==> src/rtl/multicycle_sequencer_if.sv <==
// Control bundle between the multicycle sequencer and the datapath (PC, IR, regfile, ALU, data memory).
interface multicycle_sequencer_if;
  logic [5:0] op;
  logic       zero;
  logic       sign;
  logic       PCWre;
  logic       IRWre;
  logic       InsMemRW;
  logic       RegWre;
  logic       DataMemRW;
  logic       ALUSrcA;
  logic       ALUSrcB;
  logic       ALUM2Reg;
  logic       WrRegData;
  logic [1:0] ExtSel;
  logic [1:0] PCSrc;
  logic [1:0] RegOut;
  logic [2:0] ALUOp;
  logic [2:0] state;
  logic       illegal_op;

  modport master (
    input  op, zero, sign,
    output PCWre, IRWre, InsMemRW, RegWre, DataMemRW, ALUSrcA, ALUSrcB,
           ALUM2Reg, WrRegData, ExtSel, PCSrc, RegOut, ALUOp, state, illegal_op
  );

  modport slave (
    output op, zero, sign,
    input  PCWre, IRWre, InsMemRW, RegWre, DataMemRW, ALUSrcA, ALUSrcB,
           ALUM2Reg, WrRegData, ExtSel, PCSrc, RegOut, ALUOp, state, illegal_op
  );
endinterface

==> src/rtl/multicycle_sequencer.sv <==
// Moore control FSM stepping the multicycle datapath through IF/ID/EXE/MEM/WB.
// Strobes are decoded from the current state and the IR opcode, and are forced low while Reset is held.
module multicycle_sequencer #(
  parameter logic [5:0] HALT_OP     = 6'b111111,
  parameter logic [1:0] JAL_REG_SEL = 2'b00
) (
  input logic                    CLK,
  input logic                    Reset,
  multicycle_sequencer_if.master bus
);

  typedef enum logic [2:0] {
    S_IF     = 3'b000,
    S_ID     = 3'b001,
    S_EXE_LS = 3'b010,
    S_MEM    = 3'b011,
    S_WB_LD  = 3'b100,
    S_EXE_BR = 3'b101,
    S_EXE_AL = 3'b110,
    S_WB_AL  = 3'b111
  } state_t;

  typedef enum logic [2:0] {C_NONE, C_ALU, C_LS, C_BR, C_JMP, C_HALT} cls_t;

  localparam logic [5:0] OP_ADD   = 6'b000000;
  localparam logic [5:0] OP_SUB   = 6'b000001;
  localparam logic [5:0] OP_ADDIU = 6'b000010;
  localparam logic [5:0] OP_ANDI  = 6'b010000;
  localparam logic [5:0] OP_AND   = 6'b010001;
  localparam logic [5:0] OP_ORI   = 6'b010010;
  localparam logic [5:0] OP_OR    = 6'b010011;
  localparam logic [5:0] OP_SLL   = 6'b011000;
  localparam logic [5:0] OP_SLT   = 6'b100110;
  localparam logic [5:0] OP_SW    = 6'b110000;
  localparam logic [5:0] OP_LW    = 6'b110001;
  localparam logic [5:0] OP_BEQ   = 6'b110100;
  localparam logic [5:0] OP_BNE   = 6'b110101;
  localparam logic [5:0] OP_BLTZ  = 6'b110110;
  localparam logic [5:0] OP_J     = 6'b111000;
  localparam logic [5:0] OP_JR    = 6'b111001;
  localparam logic [5:0] OP_JAL   = 6'b111010;

  state_t cur;
  cls_t   cls;
  logic   taken;

  always_comb begin
    cls = C_NONE;
    case (bus.op)
      OP_ADD, OP_SUB, OP_AND, OP_OR, OP_SLT,
      OP_ADDIU, OP_ANDI, OP_ORI, OP_SLL:   cls = C_ALU;
      OP_LW, OP_SW:                        cls = C_LS;
      OP_BEQ, OP_BNE, OP_BLTZ:             cls = C_BR;
      OP_J, OP_JR, OP_JAL:                 cls = C_JMP;
      default:                             cls = C_NONE;
    endcase
    if (bus.op == HALT_OP) cls = C_HALT;
  end

  always_comb begin
    taken = 1'b0;
    case (bus.op)
      OP_BEQ:  taken = bus.zero;
      OP_BNE:  taken = ~bus.zero;
      OP_BLTZ: taken = bus.sign;
      default: taken = 1'b0;
    endcase
  end

  always_ff @(posedge CLK or negedge Reset) begin
    if (!Reset) begin
      cur <= S_IF;
    end else begin
      case (cur)
        S_IF: cur <= S_ID;
        S_ID: begin
          case (cls)
            C_ALU:   cur <= S_EXE_AL;
            C_LS:    cur <= S_EXE_LS;
            C_BR:    cur <= S_EXE_BR;
            C_HALT:  cur <= S_ID;
            default: cur <= S_IF;
          endcase
        end
        S_EXE_AL: cur <= S_WB_AL;
        S_EXE_LS: cur <= S_MEM;
        S_MEM:    cur <= (bus.op == OP_LW) ? S_WB_LD : S_IF;
        default:  cur <= S_IF;
      endcase
    end
  end

  assign bus.state = cur;

  // Reset gates every strobe combinationally so nothing writes while it is held.
  always_comb begin
    bus.PCWre      = 1'b0;
    bus.IRWre      = 1'b0;
    bus.InsMemRW   = 1'b0;
    bus.RegWre     = 1'b0;
    bus.DataMemRW  = 1'b0;
    bus.ALUSrcA    = 1'b0;
    bus.ALUSrcB    = 1'b0;
    bus.ALUM2Reg   = 1'b0;
    bus.WrRegData  = 1'b0;
    bus.ExtSel     = 2'b00;
    bus.PCSrc      = 2'b00;
    bus.RegOut     = 2'b00;
    bus.ALUOp      = 3'b000;
    bus.illegal_op = 1'b0;
    if (Reset) begin
      bus.WrRegData = 1'b1;
      if (cur == S_IF) begin
        bus.IRWre    = 1'b1;
        bus.InsMemRW = 1'b1;
      end else begin
        case (bus.op)
          OP_ADD:   begin bus.ALUOp = 3'b000; bus.RegOut = 2'b10; end
          OP_SUB:   begin bus.ALUOp = 3'b001; bus.RegOut = 2'b10; end
          OP_AND:   begin bus.ALUOp = 3'b100; bus.RegOut = 2'b10; end
          OP_OR:    begin bus.ALUOp = 3'b011; bus.RegOut = 2'b10; end
          OP_SLT:   begin bus.ALUOp = 3'b110; bus.RegOut = 2'b10; end
          OP_ADDIU: begin bus.ALUOp = 3'b000; bus.ALUSrcB = 1'b1; bus.ExtSel = 2'b01; bus.RegOut = 2'b01; end
          OP_ANDI:  begin bus.ALUOp = 3'b100; bus.ALUSrcB = 1'b1; bus.RegOut = 2'b01; end
          OP_ORI:   begin bus.ALUOp = 3'b011; bus.ALUSrcB = 1'b1; bus.RegOut = 2'b01; end
          OP_SLL:   begin bus.ALUOp = 3'b010; bus.ALUSrcA = 1'b1; bus.ALUSrcB = 1'b1; bus.RegOut = 2'b10; end
          OP_LW, OP_SW: begin
            bus.ALUOp = 3'b000; bus.ALUSrcB = 1'b1; bus.ExtSel = 2'b01; bus.RegOut = 2'b01;
          end
          OP_BEQ, OP_BNE, OP_BLTZ: begin bus.ALUOp = 3'b001; bus.ExtSel = 2'b01; end
          OP_JAL:   bus.RegOut = JAL_REG_SEL;
          default:  ;
        endcase
      end
      case (cur)
        S_ID: begin
          bus.PCWre      = (cls == C_JMP) || (cls == C_NONE);
          bus.illegal_op = (cls == C_NONE);
          if (bus.op == OP_JAL) begin
            bus.RegWre    = 1'b1;
            bus.WrRegData = 1'b0;
          end
          if (bus.op == OP_J || bus.op == OP_JAL) bus.PCSrc = 2'b11;
          else if (bus.op == OP_JR)               bus.PCSrc = 2'b10;
        end
        S_EXE_BR: begin
          bus.PCWre = 1'b1;
          bus.PCSrc = taken ? 2'b01 : 2'b00;
        end
        S_MEM: begin
          bus.PCWre     = (bus.op != OP_LW);
          bus.DataMemRW = (bus.op == OP_SW);
        end
        S_WB_LD: begin
          bus.PCWre    = 1'b1;
          bus.RegWre   = 1'b1;
          bus.ALUM2Reg = 1'b1;
        end
        S_WB_AL: begin
          bus.PCWre  = 1'b1;
          bus.RegWre = 1'b1;
        end
        default: ;
      endcase
    end
  end

endmodule
==> src/flat_wrapper.sv <==
// flat-port wrapper written by rule: the top's interface ports become plain ports
module multicycle_sequencer_flat 
#(
  parameter logic [5:0] HALT_OP     = 6'b111111,
  parameter logic [1:0] JAL_REG_SEL = 2'b00
)
  (CLK, Reset, bus_op, bus_zero, bus_sign, bus_PCWre, bus_IRWre, bus_InsMemRW, bus_RegWre, bus_DataMemRW, bus_ALUSrcA, bus_ALUSrcB, bus_ALUM2Reg, bus_WrRegData, bus_ExtSel, bus_PCSrc, bus_RegOut, bus_ALUOp, bus_state, bus_illegal_op);
  multicycle_sequencer_if bus_i ();
  input logic CLK;
  input logic Reset;
  input wire logic [$bits(bus_i.op)-1:0] bus_op;
  input wire logic [$bits(bus_i.zero)-1:0] bus_zero;
  input wire logic [$bits(bus_i.sign)-1:0] bus_sign;
  output wire logic [$bits(bus_i.PCWre)-1:0] bus_PCWre;
  output wire logic [$bits(bus_i.IRWre)-1:0] bus_IRWre;
  output wire logic [$bits(bus_i.InsMemRW)-1:0] bus_InsMemRW;
  output wire logic [$bits(bus_i.RegWre)-1:0] bus_RegWre;
  output wire logic [$bits(bus_i.DataMemRW)-1:0] bus_DataMemRW;
  output wire logic [$bits(bus_i.ALUSrcA)-1:0] bus_ALUSrcA;
  output wire logic [$bits(bus_i.ALUSrcB)-1:0] bus_ALUSrcB;
  output wire logic [$bits(bus_i.ALUM2Reg)-1:0] bus_ALUM2Reg;
  output wire logic [$bits(bus_i.WrRegData)-1:0] bus_WrRegData;
  output wire logic [$bits(bus_i.ExtSel)-1:0] bus_ExtSel;
  output wire logic [$bits(bus_i.PCSrc)-1:0] bus_PCSrc;
  output wire logic [$bits(bus_i.RegOut)-1:0] bus_RegOut;
  output wire logic [$bits(bus_i.ALUOp)-1:0] bus_ALUOp;
  output wire logic [$bits(bus_i.state)-1:0] bus_state;
  output wire logic [$bits(bus_i.illegal_op)-1:0] bus_illegal_op;
  assign bus_i.op = bus_op;
  assign bus_i.zero = bus_zero;
  assign bus_i.sign = bus_sign;
  assign bus_PCWre = bus_i.PCWre;
  assign bus_IRWre = bus_i.IRWre;
  assign bus_InsMemRW = bus_i.InsMemRW;
  assign bus_RegWre = bus_i.RegWre;
  assign bus_DataMemRW = bus_i.DataMemRW;
  assign bus_ALUSrcA = bus_i.ALUSrcA;
  assign bus_ALUSrcB = bus_i.ALUSrcB;
  assign bus_ALUM2Reg = bus_i.ALUM2Reg;
  assign bus_WrRegData = bus_i.WrRegData;
  assign bus_ExtSel = bus_i.ExtSel;
  assign bus_PCSrc = bus_i.PCSrc;
  assign bus_RegOut = bus_i.RegOut;
  assign bus_ALUOp = bus_i.ALUOp;
  assign bus_state = bus_i.state;
  assign bus_illegal_op = bus_i.illegal_op;
  multicycle_sequencer #(.HALT_OP(HALT_OP), .JAL_REG_SEL(JAL_REG_SEL)) u_core (.CLK(CLK), .Reset(Reset), .bus(bus_i));
endmodule
==> config.mk <==
export PLATFORM = sky130hd
export DESIGN_NAME = multicycle_sequencer_flat
export DESIGN_NICKNAME = d
export VERILOG_FILES = /design/src/rtl/multicycle_sequencer_if.sv /design/src/rtl/multicycle_sequencer.sv /design/src/flat_wrapper.sv
export SDC_FILE = /design/constraint.sdc
export NUM_CORES = 1
export LEC_CHECK = 0
export ABC_AREA = 1
export CORE_UTILIZATION = 39
export DETAILED_ROUTE_END_ITERATION = 10
export GPL_ROUTABILITY_DRIVEN = 0
export PLACE_DENSITY = 0.79
export SETUP_SLACK_MARGIN = 0.4
export SYNTH_ARGS = -nofsm -noshare
export SYNTH_HDL_FRONTEND = slang
export SYNTH_SLANG_ARGS = --single-unit
==> constraint.sdc <==
create_clock -name CLK -period 1.4 [get_ports CLK]
set_clock_uncertainty 0.15 [all_clocks]
set_input_delay 0.14 -clock CLK [delete_from_list [all_inputs] [get_ports CLK]]
set_output_delay 0.14 -clock CLK [all_outputs]
set_load 0.01 [all_outputs]
==> results by group, run 1 <==
Synth
  • Share of the synthesized area in the top cell type: between 10% and 20%
  • Yosys warning count: 0
  • Yosys cell types: 23
  • Area leader, netlist: nand2_1
  • Syn nets: 128
  • Synth cell count leaders: 26 x nand2_1, 15 x nor2_1, 13 x inv_1, 12 x nand3_1, 7 x inv_2
  • Synthesized cell area: approximately 620 um^2
  • Register area share after synthesis: 12.10%
  • Cell count after synthesis: around 120
  • #FFs+latches synth: 3
  • Post-synth EDFFs: 0
  • Top-count cell post-synth: nand2_1
  • Avg Cell Area, Syn: 5.259 um^2
  • Synth area leaders: nand2_1 16%, dfrtp_1 12%, nand3_1 9.7%
  • Async set-reset flop share out of synthesis: 100.0%
  • Top_reg_cell synth: dfrtp_1

Die
  • # rows: 14
  • Starting Density: 41.68%
  • I/O Pins: 32
  • Die height: roughly 42 um
  • Width of the die: between 40 and 50 um

Place
  • Buffers added on ports: 30
  • Total placed cells including tap cells: between 150 and 200
  • Post-placement cell area: 0.001206 mm^2
  • Post-detail-place hpwl: approximately 2.0 mm

Run status
  • Failed at: global routing
  • Status: did not finish
  • First Err: [ERROR GRT-0232] Routing congestion too high. Check the congestion heatmap in the GUI.

Clock network
  • Total CTS buffers: 3
  • CTS H-tree depth: 1
  • Maximum clock path buffer count: 2
  • CTS root buffer: clkbuf_4
  • Hold Buf Count CTS: 0
  • Clock sink count: 3

Global routing
  • GRT Total Usage: around two thirds
  • Grt ovf: 24
  • Largest net degree at the start of global routing: 7

STA
  • Worst EP kind: output port
  • Worst EP post-GRT repair: bus_PCWre
[cells by family after synthesis]
logic type	after synthesis	share of synthesized area [%]
simple gates	75	56.86
buf+inv	24	15.73
other cells	1	0.6043
compound gates	15	14.72
flops	3	12.10
[metrics by stage]
step / utilization [%] / setup slack (ns)
CTS: 92.10 / -0.3345
global placement: 81.01 / -0.8485
floorplan: - / 0.03836
detailed placement: 81.01 / -0.8942
[layer usage]
metal	overflow	track usage, %
met5	0	0
met4	6	80.00
met3	0	36.09
met2	18	94.06
met1	0	63.37
[what timing repair did]
action / in CTS
endpoints found under the setup margin: 24
pin swaps: 15
resized for setup: 122
setup buffers: 11
endpoints found under the hold margin: 0
==> run 2, diff against run 1 <==
--- a/config.mk
+++ b/config.mk
@@ -6,11 +6,11 @@
 export NUM_CORES = 1
 export LEC_CHECK = 0
 export ABC_AREA = 1
-export CORE_UTILIZATION = 39
+export CORE_AREA = 2 2 63 65
 export DETAILED_ROUTE_END_ITERATION = 10
+export DIE_AREA = 0 0 65 67
 export GPL_ROUTABILITY_DRIVEN = 0
-export PLACE_DENSITY = 0.79
-export SETUP_SLACK_MARGIN = 0.4
+export PLACE_DENSITY_LB_ADDON = 0.15
 export SYNTH_ARGS = -nofsm -noshare
 export SYNTH_HDL_FRONTEND = slang
 export SYNTH_SLANG_ARGS = --single-unit
==> results by group, run 2 <==
Synth
  • Largest family of logic cells by synthesized area: simple AND/OR/NAND/NOR gates (unchanged)
  • Adder-Cell Fraction of Synth Area: 0% (unchanged)
  • #FFs+latches synth: 3 (unchanged)
  • Register area share after synthesis: 12.10% (unchanged)
  • Top_reg_cell synth: dfrtp_1 (unchanged)
  • Syn nets: 128 (unchanged)
  • Top-count cell post-synth: nand2_1 (unchanged)
  • Share of the synthesized area in the top cell type: 15.73% (unchanged)
  • Synthesized cell area: 620.6 um^2 (unchanged)
  • Synth Area in XOR/XNOR: 0% (unchanged)
  • Avg Cell Area, Syn: 5.259 um^2 (unchanged)
  • Async set-reset flop share out of synthesis: 100.0% (unchanged)
  • Cell count after synthesis: 118 (unchanged)
  • Post-synth EDFFs: 0 (unchanged)
  • Yosys cell types: 23 (unchanged)
  • Synth cell count leaders: 26 x nand2_1, 15 x nor2_1, 13 x inv_1, 12 x nand3_1, 7 x inv_2 (unchanged)
  • Area share of and/or/nand/nor cells after synthesis: 56.85% (unchanged)
  • Compound-Gate Fraction of Synth Area: 14.72% (unchanged)
  • Synth area leaders: nand2_1 16%, dfrtp_1 12%, nand3_1 9.7% (unchanged)
  • Area leader, netlist: nand2_1 (unchanged)
  • Yosys warning count: 0 (unchanged)
  • Mux cell area share after synthesis: 0% (unchanged)

Route
  • Final ANT Viol Nets: 0
  • Initial DRC Count: 23
  • Via count: approximately 1100
  • Total routed wirelength: 2.701 mm
  • Residual DRC: 0
  • Drt first pass iters: 4
  • Drt via density: 4.344
  • Drt wl/cell: 11.07 um

Critical path
  • Crit path kind: reg2out
  • Worst Path Buf+Inv: 3
  • CP Depth: 6
  • Crit path launch type: register
  • Critical path peak fanout: 3
  • Slowest library cell on the worst path: dfrtp_2
  • Reg2reg setup slack: 0.13 ns
  • Critical path's largest stage delay: approximately 0.43 ns
  • Worst Setup SP: u_core.bus.state[2]$_DFF_PN0_
  • Worst r2r path cells: 6
  • Crit path DAT: 1.40 ns
  • Critical path's top delay family: flip-flops
  • Worst R2R End: u_core.bus.state[2]$_DFF_PN0_
  • Crit end category: output port
  • Reg2reg start: u_core.bus.state[0]$_DFF_PN0_
  • Worst Path Required: 1.11 ns
  • Crit-path cells: buf_12 > nor2_4 > buf_6 > nand4_1 > a21oi_1 > buf_2
  • Setup crit end: bus_PCWre

Cells and area
  • Area growth syn-to-layout: 143.3%
  • Area of the multi-input gates: between 600 and 700 um^2
  • Flip-flop and latch area: around 78 um^2
  • Final #Nets: between 200 and 250
  • Layout fillers: between 300 and 400
  • Share of cells above drive strength 1: 66.84%
  • Most frequent cells in the layout: 37 x buf_4, 20 x nand2_1, 15 x buf_2
  • Diodes inserted: 0
  • Most common cell after layout, fill and taps aside: buf_4
  • Number of flip-flops in the largest register: 3

Clock network
  • Maximum clock path buffer count: 2 (unchanged)
  • Worst skew pair latency: 0.21 ns
  • Worst-path clk slew: 0.03 ns
  • CTS root buffer: clkbuf_8 (was clkbuf_4)
  • Clock sink count: 3 (unchanged)
  • CTS H-tree depth: 1 (unchanged)
  • Total CTS buffers: 3 (unchanged)
  • CTS tree: done

Power and ir drop
  • Worst vdd rail ir drop: 0.0005320 V
  • Pwr/cell area: around 1200 mW/mm^2
  • Leak Pwr: 0.0007787 uW
  • Total power draw: 1763 uW

Die
  • I/O Pins: 32 (unchanged)
  • Width of the die: 65 um (was 41.89 um)
  • # rows: 22 (was 14)
  • Starting Density: 17.21% (was 41.68%)
  • Core Footprint: 0.003606 mm^2
  • Die area: 0.004355 mm^2
  • Die height: 67 um (was 41.89 um)

STA
  • Endpoints failing setup: 18
  • Fmax: roughly 600 MHz
  • Setup TNS: -3.270 ns
  • Final Hold Vio Count: 0
  • PnR worst setup slack: -0.2887 ns
  • Unrepaired setup endpoints after global routing: true
  • Worst Hold Slack: 0.3072 ns
  • Max Slew Vio Count: 0
  • Period utilisation layout: 120.6%
  • Final min period: 1.689 ns

Run status
  • Status: complete, but fails checks (was did not finish)
  • Failing checks: negative setup slack

Hold path
  • Tightest Hold Check Type: in2async

Global routing
  • Grt ovf: 0
  • GRT Total Usage: 12.93%
  • Largest net degree at the start of global routing: 11
  • First-pass GRT wire length: roughly 4.5 mm
  • Vias in the first global route: between 1000 and 1500
  • Initial antenna violation count: 0

Place
  • Buffers added on ports: 30 (unchanged)
  • Post-detail-place hpwl: 2.026 mm (was 1.973 mm)
  • DP Worst Slack: -0.8804 ns (was -0.8942 ns)

Run
  • Max Cap Viol: 0
-- run 2: worst min path at each step --
stage | end | slack, ns | depth (start not counted)
floorplan | u_core.bus.state[0]$_DFF_PN0_ | -0.31 | 0
global placement | u_core.bus.state[0]$_DFF_PN0_ | 0.29 | 2
detailed placement | u_core.bus.state[0]$_DFF_PN0_ | 0.30 | 2
CTS | u_core.bus.state[0]$_DFF_PN0_ | 0.08 | 2
global route | u_core.bus.state[1]$_DFF_PN0_ | 0.35 | 3
finish | u_core.bus.state[0]$_DFF_PN0_ | 0.31 | 3
-- run 2: stage by stage --
step                instance area, um^2  instances  util [%]
floorplan                         624.3        118         -
global placement                   1221        227     33.87
detailed placement                 1221        227     33.87
CTS                                1386        240     38.45
global route                       1510        244     41.88
finish                             1510        244     41.88
-- run 2: logic make-up (layout without fill, tap and decap cells) --
group | count (synthesis) | count (layout)
other | 1 | 1
flip-flops | 3 | 3
AND/OR/NAND/NOR | 75 | 75
buffers and inverters | 24 | 102
AO/OA/AOI/OAI | 15 | 15
-- run 2: final cells by class --
class | count | share of cell area, %
flip-flops and latches | 3 | 5.137
inverters | 21 | 5.385
well taps | 48 | 3.977
clock buffers | 4 | 2.983
multi-input cells | 91 | 42.17
repair buffers | 77 | 40.35
-- run 2: worst min-delay path: stages --
cell	delay, ns
dlymetal6s2s_1	0.13
buf_4	0.13
dlygate4sd3_1	0.61
-- run 2: where the power goes --
| group | total, uW | internal (uW) | switching [uW] |
|---|---|---|---|
| clock | 244 | 194 | 50.8 |
| sequential | 181 | 126 | 54.8 |
| combinational | 1340 | 694 | 644 |
-- run 2: routing by layer --
metal / vias to the layer above / wire length (um) / GRT usage, % / share of wire [%]
li1: 543 / - / - / -
met1: 485 / 1130 / 15.54 / 42
met2: 32 / 1444 / 25.13 / 53
met3: 0 / 126 / 1.351 / 4.7
met4: 0 / 0 / 1.596 / 0
met5: - / 0 / 0 / 0
-- run 2: what timing repair did --
action                                  in CTS  in global routing
gates resized for setup                    129                 30
pin swaps                                   17                 15
setup buffers                                9                  5
endpoints found under the setup margin      24                 22
endpoints found under the hold margin        0                  3
hold buffers                                 0                  1
No activity file was read; power rests on OpenSTA's default activity.
